[src/rtl/nasti_stream_writer.sv]
// nasti_stream_writer: moves an AXI-stream of DATA_WIDTH words into memory
// through the NASTI AW/W/B channels, one INCR burst at a time.
// The stream and NASTI interfaces are flattened into src_* and dest_* ports.
module nasti_stream_writer #(
  parameter int ADDR_WIDTH       = 64,
  parameter int DATA_WIDTH       = 64,
  parameter int MAX_BURST_LENGTH = 8
) (
  input  logic                    aclk,
  input  logic                    areset,
  // stream slave
  input  logic                    src_t_valid,
  output logic                    src_t_ready,
  input  logic [DATA_WIDTH-1:0]   src_t_data,
  input  logic [DATA_WIDTH/8-1:0] src_t_strb,
  input  logic [DATA_WIDTH/8-1:0] src_t_keep,
  input  logic                    src_t_last,
  // NASTI master, write side only
  output logic                    dest_aw_valid,
  input  logic                    dest_aw_ready,
  output logic [3:0]              dest_aw_id,
  output logic [ADDR_WIDTH-1:0]   dest_aw_addr,
  output logic [7:0]              dest_aw_len,
  output logic [2:0]              dest_aw_size,
  output logic [1:0]              dest_aw_burst,
  output logic                    dest_aw_lock,
  output logic [3:0]              dest_aw_cache,
  output logic [2:0]              dest_aw_prot,
  output logic                    dest_w_valid,
  input  logic                    dest_w_ready,
  output logic [DATA_WIDTH-1:0]   dest_w_data,
  output logic [DATA_WIDTH/8-1:0] dest_w_strb,
  output logic                    dest_w_last,
  output logic                    dest_w_user,
  input  logic                    dest_b_valid,
  output logic                    dest_b_ready,
  input  logic [1:0]              dest_b_resp,
  // request port
  input  logic [ADDR_WIDTH-1:0]   req_addr,
  input  logic [ADDR_WIDTH-1:0]   req_len,
  input  logic                    req_valid,
  output logic                    req_ready,
  output logic                    req_err
);

  localparam int BYTES = DATA_WIDTH / 8;
  localparam int SIZE  = $clog2(BYTES);
  localparam logic [ADDR_WIDTH-1:0] ALIGN_MASK = ~(ADDR_WIDTH'(BYTES - 1));

  typedef enum logic [1:0] {S_IDLE, S_ADDR, S_DATA, S_RESP} state_t;

  state_t                  state_q;
  logic [ADDR_WIDTH-1:0]   addr_q;
  logic [ADDR_WIDTH-1:0]   len_q;       // bytes still to be issued as bursts
  logic [8:0]              beats_q;     // beats in the burst now in flight
  logic [8:0]              beat_cnt_q;  // handshaken beats of that burst
  logic                    err_q;

  logic [ADDR_WIDTH-1:0]   len_beats;
  logic [8:0]              burst_beats;
  logic [ADDR_WIDTH-1:0]   burst_bytes;
  logic                    w_hs;
  logic                    last_beat;
  logic                    final_beat;
  logic                    unused_keep;

  // t_keep carries no information for a plain memory write
  assign unused_keep = ^src_t_keep;

  // Size of the next burst: whatever is left, capped at MAX_BURST_LENGTH
  always_comb begin
    len_beats = len_q >> SIZE;
    if (len_beats > ADDR_WIDTH'(MAX_BURST_LENGTH)) begin
      burst_beats = 9'(MAX_BURST_LENGTH);
    end else begin
      burst_beats = len_beats[8:0];
    end
    burst_bytes = ADDR_WIDTH'(burst_beats) << SIZE;
  end

  assign last_beat  = (state_q == S_DATA) && (beat_cnt_q == beats_q - 9'd1);
  // len_q was already reduced at the AW handshake, so zero means this is the
  // request's closing burst
  assign final_beat = last_beat && (len_q == '0);
  assign w_hs       = (state_q == S_DATA) && src_t_valid && dest_w_ready;

  assign req_ready     = (state_q == S_IDLE);
  assign req_err       = err_q;

  assign dest_aw_valid = (state_q == S_ADDR) && (len_q != '0);
  assign dest_aw_id    = 4'd0;
  assign dest_aw_addr  = addr_q;
  assign dest_aw_len   = 8'(burst_beats - 9'd1);
  assign dest_aw_size  = 3'(SIZE);
  assign dest_aw_burst = 2'b01;
  assign dest_aw_lock  = 1'b0;
  assign dest_aw_cache = 4'd0;
  assign dest_aw_prot  = 3'd0;

  // W is a straight pass-through of the stream while a burst is open
  assign dest_w_valid  = (state_q == S_DATA) && src_t_valid;
  assign dest_w_data   = src_t_data;
  assign dest_w_strb   = src_t_strb;
  assign dest_w_last   = last_beat;
  assign dest_w_user   = 1'b0;
  assign src_t_ready   = (state_q == S_DATA) && dest_w_ready;

  assign dest_b_ready  = (state_q == S_RESP);

  // Request sequencing: one burst issued, streamed and acknowledged at a time
  always_ff @(posedge aclk or posedge areset) begin
    if (areset) begin
      state_q    <= S_IDLE;
      addr_q     <= '0;
      len_q      <= '0;
      beats_q    <= '0;
      beat_cnt_q <= '0;
      err_q      <= 1'b0;
    end else begin
      case (state_q)
        S_IDLE: begin
          if (req_valid) begin
            addr_q  <= req_addr & ALIGN_MASK;
            len_q   <= req_len & ALIGN_MASK;
            err_q   <= 1'b0;
            state_q <= S_ADDR;
          end
        end
        S_ADDR: begin
          if (len_q == '0) begin
            state_q <= S_IDLE;
          end else if (dest_aw_ready) begin
            addr_q     <= addr_q + burst_bytes;
            len_q      <= len_q - burst_bytes;
            beats_q    <= burst_beats;
            beat_cnt_q <= '0;
            state_q    <= S_DATA;
          end
        end
        S_DATA: begin
          if (w_hs) begin
            beat_cnt_q <= beat_cnt_q + 9'd1;
            if (src_t_last && !final_beat) begin
              err_q <= 1'b1;
            end
            if (last_beat) begin
              state_q <= S_RESP;
            end
          end
        end
        S_RESP: begin
          if (dest_b_valid) begin
            if (dest_b_resp != 2'b00) begin
              err_q <= 1'b1;
            end
            state_q <= S_ADDR;
          end
        end
        default: state_q <= S_IDLE;
      endcase
    end
  end

endmodule
[config.mk]
export PLATFORM = sky130hd
export DESIGN_NAME = nasti_stream_writer
export DESIGN_NICKNAME = d
export VERILOG_FILES = /design/src/rtl/nasti_stream_writer.sv
export SDC_FILE = /design/constraint.sdc
export NUM_CORES = 1
export LEC_CHECK = 0
export ABC_AREA = 1
export BUFFER_PORTS_ARGS = -buffer_cell sky130_fd_sc_hd__buf_2
export CAP_MARGIN = 5
export CORE_MARGIN = 4
export CORE_UTILIZATION = 55
export CTS_CLUSTER_SIZE = 25
export DETAILED_ROUTE_END_ITERATION = 10
export PLACE_DENSITY = 0.85
export SETUP_SLACK_MARGIN = 0.02
export SKIP_LAST_GASP = 1
export SYNTH_ARGS = -nofsm -noshare
export SYNTH_HDL_FRONTEND = slang
export SYNTH_SLANG_ARGS = --single-unit
[constraint.sdc]
create_clock -name aclk -period 13.71 [get_ports aclk]
set_clock_uncertainty 0.05 [all_clocks]
set_input_delay 2.0565 -clock aclk [delete_from_list [all_inputs] [get_ports aclk]]
set_output_delay 2.0565 -clock aclk [all_outputs]
set_load 0.02 [all_outputs]
==> impl_metrics.env <==
export IMPL_period_needed_ns=5.05
export IMPL_grt_max_degree=112
export IMPL_async_flop_share=1.00
export IMPL_io_buffers=207
export IMPL_ant_nets=0
export IMPL_post_route_period_util=0.368
export IMPL_grt_usage=0.309
export IMPL_r2r_start="len_q[30]$_DFFE_PP0P_"
export IMPL_drive_gt1_frac=0.155
export IMPL_fp_row_count=54
export IMPL_via_count=12882
export IMPL_p_leak_nw=6.34
export IMPL_start_util=0.556
export IMPL_crit_path_max_fanout=10
export IMPL_hold_buffers=0
export IMPL_core_sq_um=21800
export IMPL_synthTopCellsByArea="dfrtp_1 (30%), nand2_1 (12%), nor2_1 (9.3%)"
export IMPL_status="finished clean"
export IMPL_cts_inserted_buffers=17
export IMPL_syn_area_sq_um=12100
export IMPL_route_detailed_drc=0
export IMPL_finalSetupViolations=0
export IMPL_path_buf_inv=3
export IMPL_overflow=0
export IMPL_cp_end_kind="output port"
export IMPL_hp_start="beats_q[4]$_DFFE_PP0P_"
export IMPL_post_cts_buffers=0
export IMPL_max_freq_ghz=0.198
export IMPL_whs_ns=0.432
export IMPL_dr_pass1_iters=6
export IMPL_yosys_area_top_type_share=0.296
export IMPL_worstReg2RegEnd="dest_aw_addr[37]$_DFFE_PP0P_"
export IMPL_fp_dieW_um=156
export IMPL_worst_pin_slew_ns=1.14
export IMPL_worstPathCellList="nor2_1, nand2_1, nor2_4, nand2_4, nor2_8, nand2_8, nand2_8, inv_4, nor2_1, inv_1, ha_1, xor2_1, buf_2"
export IMPL_cp_data_required_time_ns=11.60
export IMPL_grt_pass1_wl_um=60700
export IMPL_synth_ff_type="dfrtp_1"
export IMPL_die_area_sq_um=24400
export IMPL_rr_worst_depth=21
export IMPL_place_gp_congestion=1.01
export IMPL_rsz0062_at_grt="false"
export IMPL_path_delay_family="simple AND/OR/NAND/NOR gates"
export IMPL_die_h_um=156
export IMPL_area_growth_pct=9.24
export IMPL_synth_top_area_cell="dfrtp_1"
export IMPL_ys_warn_count=0
export IMPL_wl_met3_um=3880
export IMPL_slowest_delay_ns=0.44
export IMPL_tns_ns=0
export IMPL_synth_distinct_cells=56
export IMPL_synth_cells=1848
export IMPL_drv_slew=0
export IMPL_cts_tree="built"
export IMPL_worst_path_max_delay_cell="dfrtp_1"
export IMPL_yosysMostFrequentCell="nand2_1"
export IMPL_cts_htree_levels=4
export IMPL_drtIter0Drc=1351
export IMPL_avgViaCountPerCell=5.73
export IMPL_clkLatencyLatePin_ns=0.43
export IMPL_antenna_found_initial=2
export IMPL_grt_pass1_vias=11845
export IMPL_synth_edff_count=0
export IMPL_met2WireLength_um=17400
export IMPL_critical_path_class="reg -> out"
export IMPL_ctsResizeCount=0
export IMPL_clkSlewWorstSetupHoldPaths_ns=0.06
export IMPL_fillers=2042
export IMPL_routed_wl_um=38900
export IMPL_maxCapViolCount=0
export IMPL_regToRegSetupSlack_ns=9.24
export IMPL_cts_num_sinks=143
export IMPL_startpoint_type="flip-flop"
export IMPL_ios=387
export IMPL_vdd_drop_max_uv=149
export IMPL_wl_met1_um=16100
export IMPL_cts_root_buffer="clkbuf_16"
export IMPL_synth_seq_cells=143
export IMPL_ys_seq_area_frac=0.296
export IMPL_whs_path_depth=2
export IMPL_maxSlewHeadroom=0.238
export IMPL_cp_arrival_ns=2.94
export IMPL_wl_per_cell_um=17.3
export IMPL_hold_path_end="beats_q[4]$_DFFE_PP0P_"
export IMPL_report_final_hold_viol_count=0
export IMPL_power_density_nw_per_um2=238
export IMPL_syn_area_per_cell_sq_um=6.55
export IMPL_yosys_top_cells_count="nand2_1 (394), nor2_1 (300), inv_1 (219), dfrtp_1 (143), o21ai_0 (118)"
export IMPL_cts_buffer_depth=2
export IMPL_min_path_type="reg -> reg"
export IMPL_nets=2190
export IMPL_highest_layer="met5"
export IMPL_dp_hpwl_um=29300
## stage by stage
stage	instance area, sq um	util	cells	total power, mW	worst slack (ns)
floorplan	12200	-	1873	2.21	7.77
CTS	13200	0.607	2246	3.12	8.70
detailed placement	12600	0.580	2214	2.62	8.73
global placement	12600	0.580	2214	2.56	8.81
global route	13200	0.608	2247	3.40	8.48
finish	13200	0.608	2247	3.15	8.66
## flip-flops by register name, indices dropped and copies added, names as in the netlist
name,count
req_err,1
state_q,2
len_q,61
beats_q,9
dest_aw_addr,61
beat_cnt_q,9
## area by class of cell
cell class | instances | area, sq um | area share
multi-input combinational | 1355 | 6760 | 0.511
sequential | 143 | 3580 | 0.271
timing repair buffer | 212 | 1070 | 0.0812
inverter | 224 | 851 | 0.0644
clock buffer | 19 | 443 | 0.0335
tap | 280 | 350 | 0.0265
clock inverter | 13 | 163 | 0.0123
antenna | 1 | 2.50 | 0.000189
## metal layers
metal,vias to the layer above,GRT usage
li1,6099,-
met2,683,0.479
met1,5989,0.423
met5,-,0
met4,2,0.129
met3,109,0.0608
## cell families after synthesis
logic type	after synthesis	synth area share
AND/OR/NAND/NOR	954	0.350
XOR/XNOR	54	0.0391
AO/OA/AOI/OAI	301	0.139
adder cells (fa/ha/maj)	19	0.0203
buffers and inverters	375	0.155
other	2	0.000621
flip-flops	143	0.296
## placed cells by master (no fill, tap or decap), types with 7 or more instances in the layout
master / instances
nor3_1: 33
a31oi_1: 10
inv_1: 217
xnor2_1: 12
o21ai_1: 49
o21ai_0: 118
clkbuf_16: 17
nand3_1: 98
o211ai_1: 21
dfrtp_1: 143
conb_1: 27
a21oi_1: 52
nor2_1: 300
nor4_1: 17
nand2_1: 394
xor2_1: 42
nand4_1: 45
nor2_2: 15
buf_2: 207
nor2_4: 7
o22ai_1: 23
nand2_2: 9
nand3b_1: 7
ha_1: 17
## power breakdown
part	total [mW]	switching (mW)	leakage [nW]	internal (mW)
logic	1.76	1.21	4.31	0.555
registers	0.898	0.272	1.73	0.625
clock network	0.489	0.196	0.301	0.292
total	3.15	1.67	6.34	1.47
## tightest hold or removal path, cell delays in order, from the launching register on
cell     delay (ns)
dfrtp_1        0.35
nand2_1        0.05
inv_1          0.05
## how the worst max path moves through the flow
stage | startpoint | endpoint | slack, ns | cells after the start
CTS | len_q[30]$_DFFE_PP0P_ | dest_aw_len[2] | 8.70 | 13
global placement | req_valid | dest_aw_addr[26]$_DFFE_PP0P_ | 8.81 | 10
finish | len_q[30]$_DFFE_PP0P_ | dest_aw_len[2] | 8.66 | 13
global route | len_q[28]$_DFFE_PP0P_ | dest_aw_len[2] | 8.48 | 13
detailed placement | req_valid | dest_aw_addr[18]$_DFFE_PP0P_ | 8.73 | 9
floorplan | areset | beat_cnt_q[0]$_DFFE_PP0P_ | 7.77 | 1
(Power assumes the default switching activity.)
